`src/rtl/uart_tx_drain_if.sv`:
```
// rtl/uart_tx_drain_if.sv - FIFO-side and serial-side signals of the UART drain transmitter
interface uart_tx_drain_if #(
   parameter int bit_width = 8
);
   logic                 can_read;
   logic [bit_width-1:0] read_data;
   logic                 read;
   logic                 tx;
   logic                 busy;

   // FIFO / line side: supplies the head word, observes pop strobe and serial line
   modport master (
      output can_read,
      output read_data,
      input  read,
      input  tx,
      input  busy
   );

   // Transmitter side
   modport slave (
      input  can_read,
      input  read_data,
      output read,
      output tx,
      output busy
   );
endinterface

```
`src/rtl/uart_tx_drain.sv`:
```
// rtl/uart_tx_drain.sv - UART transmitter that pops words from a FIFO and serialises them
module uart_tx_drain #(
   parameter int bit_width   = 8,
   parameter int baud_div    = 104,
   parameter int parity_mode = 0,
   parameter int stop_bits   = 1
) (
   input  logic           clk,
   input  logic           rst,
   uart_tx_drain_if.slave bus
);
   localparam int CW = (baud_div > 1) ? $clog2(baud_div) : 1;
   localparam int BW = $clog2(bit_width + 1);

   typedef enum logic [2:0] {
      S_IDLE,
      S_START,
      S_DATA,
      S_PARITY,
      S_STOP
   } state_t;

   state_t               r_state;
   state_t               w_next_state;
   logic [CW-1:0]        r_cnt;
   logic [BW-1:0]        r_bit;
   logic [bit_width-1:0] r_shift;
   logic                 r_par;
   logic                 r_tx;
   logic                 r_busy;
   logic                 w_bit_end;
   logic                 w_last_data;
   logic                 w_last_stop;
   logic                 w_read;
   logic                 w_tx_next;

   assign w_bit_end   = (r_cnt == CW'(baud_div - 1));
   assign w_last_data = (r_bit == BW'(bit_width - 1));
   assign w_last_stop = (r_bit == BW'(stop_bits - 1));

   assign bus.read = w_read;
   assign bus.tx   = r_tx;
   assign bus.busy = r_busy;

   // State register; reset abandons any frame in flight
   always_ff @(posedge clk) begin
      if (!rst) begin
         r_state <= S_IDLE;
      end else begin
         r_state <= w_next_state;
      end
   end

   // Baud counter, bit index, shift register and registered line outputs
   always_ff @(posedge clk) begin
      if (!rst) begin
         r_cnt   <= '0;
         r_bit   <= '0;
         r_shift <= '0;
         r_par   <= 1'b0;
         r_tx    <= 1'b1;
         r_busy  <= 1'b0;
      end else begin
         r_tx   <= w_tx_next;
         r_busy <= (w_next_state != S_IDLE);
         // Counter restarts on every state entry so no partial bit carries over
         if (w_next_state != r_state || w_bit_end || r_state == S_IDLE) begin
            r_cnt <= '0;
         end else begin
            r_cnt <= r_cnt + 1'b1;
         end
         // Bit index counts data bits in DATA and stop bits in STOP
         if (w_next_state != r_state) begin
            r_bit <= '0;
         end else if (w_bit_end && (r_state == S_DATA || r_state == S_STOP)) begin
            r_bit <= r_bit + 1'b1;
         end
         // Head word is combinational from the FIFO, so capture it on the pop edge
         if (w_read) begin
            r_shift <= bus.read_data;
            r_par   <= ^bus.read_data;
         end else if (r_state == S_DATA && w_bit_end) begin
            r_shift <= r_shift >> 1;
         end
      end
   end

   // Next-state decode of the frame sequence
   always_comb begin
      w_next_state = r_state;
      case (r_state)
         S_IDLE:   if (bus.can_read) w_next_state = S_START;
         S_START:  if (w_bit_end) w_next_state = S_DATA;
         S_DATA:   if (w_bit_end && w_last_data)
                      w_next_state = (parity_mode != 0) ? S_PARITY : S_STOP;
         S_PARITY: if (w_bit_end) w_next_state = S_STOP;
         S_STOP:   if (w_bit_end && w_last_stop) w_next_state = S_IDLE;
         default:  w_next_state = S_IDLE;
      endcase
   end

   // Pop strobe from the registered state, and the line level for the coming cycle
   always_comb begin
      w_read    = rst && (r_state == S_IDLE) && bus.can_read;
      w_tx_next = 1'b1;
      case (w_next_state)
         S_START:  w_tx_next = 1'b0;
         S_DATA:   w_tx_next = (r_state == S_DATA && w_bit_end) ? r_shift[1] : r_shift[0];
         S_PARITY: w_tx_next = (parity_mode == 2) ? ~r_par : r_par;
         default:  w_tx_next = 1'b1;
      endcase
   end
endmodule

```
`src/flat_wrapper.sv`:
```
// flat-port wrapper written by rule: the top's interface ports become plain ports
module uart_tx_drain_flat 
#(
   parameter int bit_width   = 8,
   parameter int baud_div    = 104,
   parameter int parity_mode = 0,
   parameter int stop_bits   = 1
)
  (clk, rst, bus_can_read, bus_read_data, bus_read, bus_tx, bus_busy);
  uart_tx_drain_if #(.bit_width(bit_width)) bus_i ();
  input  logic clk;
  input  logic rst;
  input wire logic [$bits(bus_i.can_read)-1:0] bus_can_read;
  input wire logic [$bits(bus_i.read_data)-1:0] bus_read_data;
  output wire logic [$bits(bus_i.read)-1:0] bus_read;
  output wire logic [$bits(bus_i.tx)-1:0] bus_tx;
  output wire logic [$bits(bus_i.busy)-1:0] bus_busy;
  assign bus_i.can_read = bus_can_read;
  assign bus_i.read_data = bus_read_data;
  assign bus_read = bus_i.read;
  assign bus_tx = bus_i.tx;
  assign bus_busy = bus_i.busy;
  uart_tx_drain #(.bit_width(bit_width), .baud_div(baud_div), .parity_mode(parity_mode), .stop_bits(stop_bits)) u_core (.clk(clk), .rst(rst), .bus(bus_i));
endmodule
```
`config.mk`:
```
export PLATFORM = sky130hd
export DESIGN_NAME = uart_tx_drain_flat
export DESIGN_NICKNAME = d
export VERILOG_FILES = /design/src/rtl/uart_tx_drain_if.sv /design/src/rtl/uart_tx_drain.sv /design/src/flat_wrapper.sv
export SDC_FILE = /design/constraint.sdc
export NUM_CORES = 1
export LEC_CHECK = 0
export ABC_AREA = 1
export CELL_PAD_IN_SITES_DETAIL_PLACEMENT = 2
export CELL_PAD_IN_SITES_GLOBAL_PLACEMENT = 2
export CORE_MARGIN = 5
export CORE_UTILIZATION = 34
export CTS_BUF_LIST = sky130_fd_sc_hd__clkbuf_4 sky130_fd_sc_hd__clkbuf_8
export DETAILED_ROUTE_END_ITERATION = 10
export PLACE_DENSITY_LB_ADDON = 0.1
export SETUP_SLACK_MARGIN = 0.02
export SYNTH_ARGS = -nofsm -noshare
export SYNTH_HDL_FRONTEND = slang
export SYNTH_SLANG_ARGS = --single-unit
```
`constraint.sdc`:
```
create_clock -name clk -period 2.19 [get_ports clk]
set_clock_uncertainty 0.15 [all_clocks]
set_input_delay 0.438 -clock clk [delete_from_list [all_inputs] [get_ports clk]]
set_output_delay 0.438 -clock clk [all_outputs]
set_load 0.005 [all_outputs]
```
* Yosys cells after proc, flatten, opt, wreduce, memory -nomap -nowiden
Cells that the tools add are included.
** Word-level totals
- Register bits :: 25
- Word-level logic and storage cells :: 46
** Cells by class
- Add/sub/neg operators :: 2
- Eq/ne operators :: 10
- Multiplexer cells :: 10
- Bitwise logic cells :: 1
- Reductions and logical operators :: 16
** Operator list (count)
- 2-to-1 mux 8 bit :: 2
- 2-to-1 mux 3 bit :: 5
- one-hot mux 3 bit (5 select lines) :: 1
- equality test 3 x 2 -> 1 bit, second input constant :: 4
- parity 8 bit :: 1
- adder 7 x 1 -> 7 bit, second input constant :: 1
- equality test 7 bit, second input constant :: 1
- equality test 3 x 1 -> 1 bit, second input constant :: 2
- logical AND 1 bit :: 6
- adder 4 x 1 -> 4 bit, second input constant :: 1
- equality test 4 x 3 -> 1 bit, second input constant :: 1
- logical NOT 4 bit :: 1
- OR reduction 2 bit :: 2
- equality test 3 bit, second input constant :: 1
- logical NOT 3 bit :: 1
- logical OR 1 bit :: 3
- != test 3 bit :: 1
- one-hot mux 1 bit (3 select lines) :: 1
- nonzero test 3 bit :: 1
- nonzero test 2 bit :: 1
- 2-to-1 mux 1 bit :: 1
- NOT 1 bit :: 1

* Logic depth before layout (Yosys ltp)
- Depth after elaboration :: 8
- Depth in mapped cells :: 10
- Mapped depth without buffers :: 10

* Worst setup path before layout
No wires, ideal clock.
- Path kind :: flip-flop to flip-flop
- Start :: reg u_core.r_cnt[0]
- End :: reg u_core.r_busy (netlist: u_core.bus.busy)
- Library setup time :: 0.114 ns
- Arrival time :: 1.303 ns
- Slack :: 0.623 ns
- Cell stages (with the launch flop) :: 11
- Buffers on the path :: 0
- Cells stage by stage :: dfxtp_1 -> ha_1 -> nand2_1 -> nor2_2 -> nand2_2 -> nand3_1 -> nand2_1 -> nor2_2 -> nor2_2 -> nor2_1 -> nand2_1
** On the way
- Cells in the longest elaborated chain, start to end :: 5
- Elaborated cells on any way between the ends :: 9
- Classes of those cells :: eq/ne: 1; mux: 5; reduce/logical: 3
** Ends and longest elaborated chain
- from (decl) :: line uart_tx_drain.sv:25 : logic [CW-1:0] r_cnt;
- from (signal assigned) :: line uart_tx_drain.sv:70 : r_cnt <= r_cnt + 1'b1;
- equality test 7 bit * :: line uart_tx_drain.sv:37 : assign w_bit_end = (r_cnt == CW'(baud_div - 1));
- logical AND 1 bit (on tied branches) :: line uart_tx_drain.sv:97, uart_tx_drain.sv:94
- 2-to-1 mux 3 bit (on tied branches) :: line uart_tx_drain.sv:97, uart_tx_drain.sv:94
- one-hot mux 3 bit (5 select lines) * :: line uart_tx_drain.sv:91 : case (r_state)
- nonzero test 3 bit * :: line uart_tx_drain.sv:65 : r_busy <= (w_next_state != S_IDLE);
- to (signal assigned) :: line uart_tx_drain.sv:65
- to (decl) :: line uart_tx_drain.sv:30 : logic r_busy;
Mark *: on every way between the ends. The rest lies on a longest branch, timed or not.
A chain may end at the register's enable or synchronous reset.

* Final worst setup path
- Start :: in bus_can_read
- End :: out bus_read
** On the way
- Cells in the longest elaborated chain, start to end :: 1
** Ends and longest elaborated chain
- from (decl) :: line flat_wrapper.sv:13 : input wire logic [$bits(bus_i.can_read)-1:0] bus_can_read;
- logical AND 1 bit :: line uart_tx_drain.sv:104 : w_read = rst && (r_state == S_IDLE) && bus.can_read;
- to (decl) :: line flat_wrapper.sv:15 : output wire logic [$bits(bus_i.read)-1:0] bus_read;
No other way between the ends.

==> results.txt <==
Post-DP HPWL: 2980 µm
RR Startpoint: u_core.r_cnt[0]
post-route setup slack: 0.188 ns
Worst Setup SP: bus_can_read
MaxCap Viol Count: 0
Setup crit end kind: primary output
hold crit path type: flip-flop to flip-flop
DRT Wirelength: 3710 µm
fin. max-slew vios: 0
crit-path max FO: 2
Leakage: 0.671 nW
CTS Sinks: 25
Multi-input gate area: 786 µm²
largest net degree at the start of global routing: 15
crit path DAT: 1.41 ns
Vias/cell: 4.92
Final period util: 91.4%
layout cells sized above 1: 19.8%
most area-hungry cell type in the Yosys netlist: dfxtp_1
final setup violating endpoints: 0
Synth Area per Inst: 7.58 µm²
initial core utilization: 34.8%
Max-slew headroom: 75.8%
crit path kind: primary input to primary output
FF+latch count, synth: 25
Reg area: 500 µm²
core area: 4000 µm²
Power Density: 535 nW/µm²
Post-DRT Antenna Nets: 0
Worst EP required: 1.60 ns
final setup TNS: 0 ns
unrepaired setup endpoints after global routing: no
Worst Setup EP: bus_read
CP Launch Type: primary input
clock-pin slew on the worst setup and hold paths: 0.09 ns
Mapped Area: 1390 µm²
DRC viols: 0
DP Worst Slack: -0.0991 ns
initial antenna violation count: 0
global placement routability congestion: 0.741
FP Rows: 23
final non-filler cell area: 1680 µm²
endpoints failing hold: 0
DR pass1 iterations: 4
CTS Hold Bufs: 0
fin cells: 257
vias after detailed routing: 1265
crit path time final: 2.00 ns
Synth top area share: 35.9%
Bufs on Longest Clock Path: 2
FF-to-FF setup slack: 0.33 ns
reg-to-reg endpoint: u_core.bus.busy
n_diodes: 0
Yosys cell types: 24
top post-synthesis cells by area: dfxtp_1 (36%), nand2_1 (11%), inv_1 (5.4%), nor2_2 (5.4%), xnor2_1 (5.0%)
Die Footprint: 5480 µm²
Die Height: 74.0 µm
WL/cell: 14.4 µm
vias in the first global route: 1321
filler cell count: 490
Total Nets Final: 222
syn_nets: 198
die width: 74.0 µm
H-tree Lvls: 1
Worst-Margin Slew: 0.360 ns
dpl cells: 252
Initial DRC Count: 30
Post-DP Area: 1620 µm²
I/O pin cnt: 14
Syn-to-layout area delta: 20.2%
reg2reg path depth: 10
final hold slack: 0.320 ns
Max Clock Freq: 0.499 GHz
IO buf count: 13
Post-Synthesis Cells: 184
Total GRT Usage: 14.5%
worst vdd ir: 0.250 mV
first-pass GRT wire length: 6200 µm
grt ovf: 0
clock root cell: clkbuf_8
clock latency on the worst-skew pair: 0.26 ns
CTS tree: built
CTS Buf Count: 3
status: finished clean
sequential area share after synthesis: 35.9%
Ys Warns: 0
[power breakdown]
part | switching, mW | total, mW | internal, mW
sequential | 0.00938 | 0.480 | 0.471
clock | 0.145 | 0.272 | 0.127
combinational | 0.0765 | 0.144 | 0.0673
total | 0.231 | 0.896 | 0.665
[critical path: stages]
cell	delay, ns
clkdlybuf4s50_1	0.45
inv_1	0.06
nor2_4	0.13
nand2_4	0.07
clkinv_4	0.04
dlygate4sd2_1	0.22
[per-stage QoR]
stage / power, mW / utilization, %
6_report: 0.896 / 41.9
5_1_grt: 0.943 / 41.9
4_1_cts: 0.913 / 41.9
3_5_place_dp: 0.634 / 40.5
3_3_place_gp: 0.627 / 40.5
2_1_floorplan: 0.570 / -
[cell families after synthesis]
| kind of cell | Yosys count | share of synthesized area (%) |
|---|---|---|
| AND/OR/NAND/NOR | 97 | 36.1 |
| AO/OA/AOI/OAI | 17 | 7.36 |
| buffers and inverters | 26 | 7.90 |
| XOR/XNOR | 16 | 10.1 |
| flip-flops | 25 | 35.9 |
| adder cells (fa/ha/maj) | 3 | 2.69 |
[placed cells by master (no fill, tap or decap), drive strengths merged, types with 4 or more instances in the layout]
| cell type | n |
|---|---|
| xnor2 | 8 |
| nand2 | 41 |
| a31oi | 6 |
| o21ai | 4 |
| buf | 7 |
| inv | 24 |
| clkdlybuf4s50 | 12 |
| xor2 | 8 |
| nand4 | 8 |
| nand3 | 15 |
| nor2 | 31 |
| dfxtp | 25 |
| a21oi | 6 |
[worst min-delay path by stage]
stage	slack [ns]	start	end	cells after the start
final	0.32	u_core.r_cnt[0]	u_core.r_cnt[0]	1
after global routing	0.34	u_core.r_cnt[0]	u_core.r_cnt[0]	1
after CTS	0.32	u_core.r_cnt[0]	u_core.r_cnt[0]	1
after detailed placement	0.30	u_core.r_cnt[0]	u_core.r_cnt[0]	1
after global placement	0.29	u_core.r_cnt[0]	u_core.r_cnt[0]	1
after floorplan	0.28	u_core.r_cnt[0]	u_core.r_cnt[0]	1
[Yosys cell counts]
cell and n:
nand2_1 39, dfxtp_1 25, inv_1 20, nor2_1 16, nor2_2 12, nand3_1 11
xnor2_1 8, xor2_1 8, nand4_1 7, a31oi_1 6, a21oi_1 4, inv_2 4
nand3_2 4, o21ai_0 4, ha_1 3, nor2_4 3, a21oi_2 2, nor3_1 2
buf_6 1, clkinv_4 1, nand2_2 1, nand2_4 1, nand4_4 1, o21bai_1 1
[state kept, by name, indices dropped and copies added (netlist names)]
name	cells
u_core.r_shift	8
u_core.r_par	1
u_core.bus.tx	1
u_core.r_state	3
u_core.r_cnt	7
u_core.r_bit	4
u_core.bus.busy	1
[layout make-up]
class                      instances  share of cell area [%]
tap                               50                    3.73
multi-input combinational        133                    46.9
clock buffer                       3                    2.46
inverter                          25                    5.90
timing repair buffer              20                    10.8
clock inverter                     1                   0.299
sequential                        25                    29.9
[repair_timing]
action,in CTS,in global routing
resized for setup,2,0
setup buffers,1,0
endpoints found under the setup margin,1,0
[metal layers]
layer	global-route usage (%)	routed length (µm)	vias to the layer above
met1	17.8	1670	625
met2	26.2	1930	8
met4	3.02	21	0
li1	-	-	630
met3	2.57	82	2
met5	0	0	-
Power figures use the tool's default switching activity.
